===== src/rtl/mult_hilo_ctrl.sv =====
// HI/LO register file and sequencing controller for an external 2-stage multiplier.
// Optional multiply-accumulate (MADD/MADDU/MSUB/MSUBU) is enabled by defining MULT_HILO_ACCUM_EN.
module mult_hilo_ctrl (
    input  logic        clk,
    input  logic        resetn,
    input  logic        req_valid,
    output logic        req_ready,
    input  logic [2:0]  req_op,
    input  logic [31:0] req_a,
    input  logic [31:0] req_b,
    input  logic        cancel,
    output logic [31:0] mul_a,
    output logic [31:0] mul_b,
    output logic        mul_sign,
    input  logic [63:0] mul_result,
    output logic        busy,
    output logic        done,
    output logic [31:0] hi,
    output logic [31:0] lo
);

    typedef enum logic [1:0] {
        S_IDLE = 2'd0,
        S_CALC = 2'd1,
        S_WB   = 2'd2
    } state_t;

    localparam logic [2:0] OP_MTHI = 3'b010;

    state_t      state_q, state_d;
    logic [31:0] mul_a_q, mul_a_d;
    logic [31:0] mul_b_q, mul_b_d;
    logic        mul_sign_q, mul_sign_d;
    logic [31:0] hi_q, hi_d;
    logic [31:0] lo_q, lo_d;
    logic        op_acc_q, op_acc_d;
`ifdef MULT_HILO_ACCUM_EN
    logic        op_sub_q, op_sub_d;
`endif

    logic        accept;
    logic        is_mt;
    logic        wb_fire;
    logic [63:0] hilo_cur;
    logic [63:0] wb_value;

    assign hilo_cur = {hi_q, lo_q};
    assign accept   = (state_q == S_IDLE) & req_valid & ~cancel;
    assign is_mt    = (req_op[2:1] == 2'b01);
    assign wb_fire  = (state_q == S_WB) & ~cancel;

    // Write-back value; without the accumulate option, op_acc ops leave HI/LO as is.
    always_comb begin
        wb_value = mul_result;
`ifdef MULT_HILO_ACCUM_EN
        if (op_acc_q) begin
            wb_value = op_sub_q ? (hilo_cur - mul_result) : (hilo_cur + mul_result);
        end
`else
        if (op_acc_q) begin
            wb_value = hilo_cur;
        end
`endif
    end

    always_comb begin
        state_d    = state_q;
        mul_a_d    = mul_a_q;
        mul_b_d    = mul_b_q;
        mul_sign_d = mul_sign_q;
        hi_d       = hi_q;
        lo_d       = lo_q;
        op_acc_d   = op_acc_q;
`ifdef MULT_HILO_ACCUM_EN
        op_sub_d   = op_sub_q;
`endif
        case (state_q)
            S_IDLE: begin
                if (accept) begin
                    if (is_mt) begin
                        if (req_op == OP_MTHI) begin
                            hi_d = req_a;
                        end else begin
                            lo_d = req_a;
                        end
                    end else begin
                        mul_a_d    = req_a;
                        mul_b_d    = req_b;
                        // Even opcodes are the signed variants.
                        mul_sign_d = ~req_op[0];
                        op_acc_d   = req_op[2];
`ifdef MULT_HILO_ACCUM_EN
                        op_sub_d   = req_op[1];
`endif
                        state_d    = S_CALC;
                    end
                end
            end
            S_CALC: begin
                state_d = cancel ? S_IDLE : S_WB;
            end
            S_WB: begin
                state_d = S_IDLE;
                if (!cancel) begin
                    hi_d = wb_value[63:32];
                    lo_d = wb_value[31:0];
                end
            end
            default: begin
                state_d = S_IDLE;
            end
        endcase
    end

    always_ff @(posedge clk) begin
        if (!resetn) begin
            state_q    <= S_IDLE;
            mul_a_q    <= 32'd0;
            mul_b_q    <= 32'd0;
            mul_sign_q <= 1'b0;
            hi_q       <= 32'd0;
            lo_q       <= 32'd0;
            op_acc_q   <= 1'b0;
`ifdef MULT_HILO_ACCUM_EN
            op_sub_q   <= 1'b0;
`endif
        end else begin
            state_q    <= state_d;
            mul_a_q    <= mul_a_d;
            mul_b_q    <= mul_b_d;
            mul_sign_q <= mul_sign_d;
            hi_q       <= hi_d;
            lo_q       <= lo_d;
            op_acc_q   <= op_acc_d;
`ifdef MULT_HILO_ACCUM_EN
            op_sub_q   <= op_sub_d;
`endif
        end
    end

    // done is gated by reset so a write-back discarded by reset never pulses.
    assign req_ready = (state_q == S_IDLE) & ~cancel;
    assign busy      = (state_q == S_CALC) | (state_q == S_WB);
    assign done      = resetn & ((accept & is_mt) | wb_fire);
    assign mul_a     = mul_a_q;
    assign mul_b     = mul_b_q;
    assign mul_sign  = mul_sign_q;
    assign hi        = hi_q;
    assign lo        = lo_q;

endmodule


===== config.mk =====
export PLATFORM = sky130hd
export DESIGN_NAME = mult_hilo_ctrl
export DESIGN_NICKNAME = d
export VERILOG_FILES = /design/src/rtl/mult_hilo_ctrl.sv
export SDC_FILE = /design/constraint.sdc
export NUM_CORES = 1
export LEC_CHECK = 0
export CAP_MARGIN = 20
export CORE_MARGIN = 2
export CORE_UTILIZATION = 42
export DETAILED_ROUTE_END_ITERATION = 6
export GPL_ROUTABILITY_DRIVEN = 0
export PLACE_DENSITY = 0.89
export SLEW_MARGIN = 20
export SYNTH_ARGS = -nofsm -noshare
export SYNTH_HDL_FRONTEND = slang
export SYNTH_SLANG_ARGS = --single-unit

===== constraint.sdc =====
create_clock -name clk -period 1.9 [get_ports clk]
set_input_delay 0.19 -clock clk [delete_from_list [all_inputs] [get_ports clk]]
set_output_delay 0.19 -clock clk [all_outputs]
set_load 0.02 [all_outputs]

==> results by group <==
Outcome
  – Status: finished clean

Floorplan
  – Die Wd: 122 um
  – Core area: 0.0138 mm^2
  – Rows: between 40 and 50
  – Io pins: between 200 and 300
  – Full die area: 0.0150 mm^2
  – Initial Util: 0.427
  – Die Y: 122 um

CTS
  – CTS Sinks: ~130
  – CTS Root Cell: clkbuf_16
  – CTS Buf Count: 17
  – Worst-skew pair later-pin latency: a little over 400 ps
  – Max clock buf depth: 2
  – CTS tree: yes
  – H-tree depth: 4
  – Clock transition at the registers of the reported paths: 50 ps
  – CTS Hold Bufs: 0

Route
  – TritonRoute pass-1 iters: 4
  – Routed wire per std cell: 17.2 um
  – Via count: ~5700
  – Post-route ant nets: 0
  – DRC viols: 0
  – Vias/cell: 5.23
  – DR iter-0 viols: just under 400
  – Drt total wl: between 15000 and 20000 um

Power and ir drop
  – VDD IR max: 0.520 mV
  – P per Cell Area: approximately 870 mW/mm^2
  – Tot Pwr: around 0.0082 W
  – Leakage: 3.81 nW

Synth
  – Yosys warns: 0
  – Ys async rst share: 0
  – Top FF cell, synth: dfxtp_1
  – Largest cells by area after synthesis: dfxtp_1 45%, nand2_1 8.5%, a21boi_1 6.5%
  – Synthesized instance count: 645
  – Flop and latch count out of synthesis: 132
  – Synth area leader: dfxtp_1
  – Post-Syn Area: 0.00588 mm^2
  – EDFF count, synth: 0
  – Area share of the largest cell type after synthesis: 0.450
  – Syn Nets: 783
  – Seq/Total Area, Yosys: 0.450
  – Synth Area per Inst: 9.11 um^2
  – Synth cell types: 33

Final layout
  – Synth-to-layout area growth: 60.6%
  – Commonest non-fill, non-tap cell in the layout: clkdlybuf4s50_1
  – Share of layout cells above drive strength 1: 0.0726
  – Nets@finish: a little over 1000
  – Layout Cells excl Fill: 1089
  – Inserted Diodes: 0
  – Most frequent cells in the layout: 262 x clkdlybuf4s50_1, 133 x nand2_1, 132 x dfxtp_1
  – Final core occ: 0.686

Worst setup path
  – Critical R2R Capture: lo[6]$_SDFFE_PN0P_
  – Max FO, Critical Path: 7
  – Startpoint of the worst register-to-register path: state_q[0]$_SDFFE_PN0P_
  – Arrival time worst endpoint: 1670 ps
  – R2R Setup Slk: ~70 ps
  – R2R cell count: 7
  – Setup crit start: state_q[0]$_SDFFE_PN0P_
  – Setup crit end: done
  – CP endpoint kind: output pin
  – Worst Setup Start Kind: flop
  – Required time of the critical path: 1710 ps
  – Worst setup path class: flop to output pin

Timing
  – Fmax achieved: 0.538 GHz
  – Tcrit/Tclk final: 0.978
  – Final setup viols: 0
  – Max-slew violations: 0
  – RSZ-0062 raised after global routing: yes
  – Hold slack: 324 ps
  – Final hold vios: 0
  – Worst Tran Pin Value: around 510 ps
  – Slew HR: 0.657
  – Post-route minimum period: roughly 1900 ps
  – Setup WS post-layout: 41.9 ps
  – Worst Skew: 6.46 ps

Global route
  – First-pass GRT wire length: 29000 um
  – Overflow after GRT: 0
  – Vias in the first global route: about 5700
  – Largest net degree at the start of global routing: 133
  – Initial antenna violation count: 0
  – GRT Overall Usage: 0.247

Placed design
  – DP Worst Slack: -91.3 ps
  – Port Buffer Count: 266
  – Placed Cells incl. Taps: around 1100
  – Final HPWL DP: between 10000 and 15000 um

Min path
  – Worst Hold Class: primary input to flop

Run
  – # Max-Cap Violations: 0
==> flip-flops by register name (all words and copies together) (netlist names) <==
name      count
hi           32
lo           32
mul_a        32
mul_b        32
mul_sign      1
op_acc_q      1
state_q       2
==> what timing repair did <==
item | in CTS | in global routing
buffers inserted | 0 | 0
gates cloned | 0 | 0
endpoints found under the hold margin | 0 | 0
gates resized for setup | 8 | 3
endpoints found under the setup margin | 3 | 22
==> power breakdown <==
group	total, W	switching (W)	leakage (nW)	internal [W]
registers	0.00305	0.0000972	1.08	0.00296
clock network	0.00347	0.00118	0.310	0.00229
logic	0.00169	0.000814	2.43	0.000881
==> worst min path at each step <==
| stage | slack [ps] | startpoint | depth (start not counted) | to |
|---|---|---|---|---|
| 4_1_cts | 300 | req_b[1] | 3 | mul_b[1]$_SDFFE_PN0P_ |
| 5_1_grt | 320 | req_b[11] | 3 | mul_b[11]$_SDFFE_PN0P_ |
| 2_1_floorplan | 320 | req_a[0] | 2 | mul_a[0]$_SDFFE_PN0P_ |
| 6_report | 320 | req_b[3] | 3 | mul_b[3]$_SDFFE_PN0P_ |
| 3_3_place_gp | 440 | mul_a[25]$_SDFFE_PN0P_ | 2 | mul_a[25]$_SDFFE_PN0P_ |
| 3_5_place_dp | 450 | mul_a[3]$_SDFFE_PN0P_ | 2 | mul_a[3]$_SDFFE_PN0P_ |
==> cells by family after synthesis <==
group,share of synthesized area
buffers and inverters,0.0764
AO/OA/AOI/OAI,0.241
flip-flops,0.450
adder cells (fa/ha/maj),0.00639
AND/OR/NAND/NOR,0.172
multiplexers,0.0545
==> through the flow <==
stage | area, um^2 | setup TNS, ps
3_5_place_dp | 8810 | -1750
4_1_cts | 9430 | 0
2_1_floorplan | 5880 | 0
5_1_grt | 9440 | -129
3_3_place_gp | 8810 | -452
6_report | 9440 | 0
==> metal layers <==
layer | global-route usage | up-vias | wire (um)
li1 | - | 2761 | -
met1 | 0.274 | 2683 | 7360
met2 | 0.432 | 221 | 9350
met3 | 0.0785 | 32 | 1530
met4 | 0.106 | 0 | 446
met5 | 0 | - | 0
==> final cells by class <==
type                    instances  area [um^2]
flip-flops and latches        132         2640
fillers                      1081         4330
inverters                      36          135
clock buffers                  22          474
well taps                     180          225
clock inverters                10          153
repair buffers                291         2990
multi-input cells             418         2820
==> synthesized netlist by cell type (2+ instances only) <==
cell type	instances
nand2_1	133
o211a_1	33
ha_1	3
o221a_1	32
buf_6	7
o21ai_1	2
dfxtp_1	132
buf_4	5
a21boi_1	51
a21boi_0	17
o21ai_0	3
mux2i_1	32
nand3b_1	2
buf_2	17
clkbuf_1	29
inv_1	36
nand3_1	32
nor3b_1	33
a21oi_1	32
==> critical path, cell delays in order (launching register included) <==
cell and delay, ps:
dfxtp_1 350, inv_1 70, buf_4 140, ha_4 190
a31oi_1 190, nor3b_2 70, clkdlybuf4s15_2 260
Note: power is estimated with default switching activity, not from simulation.
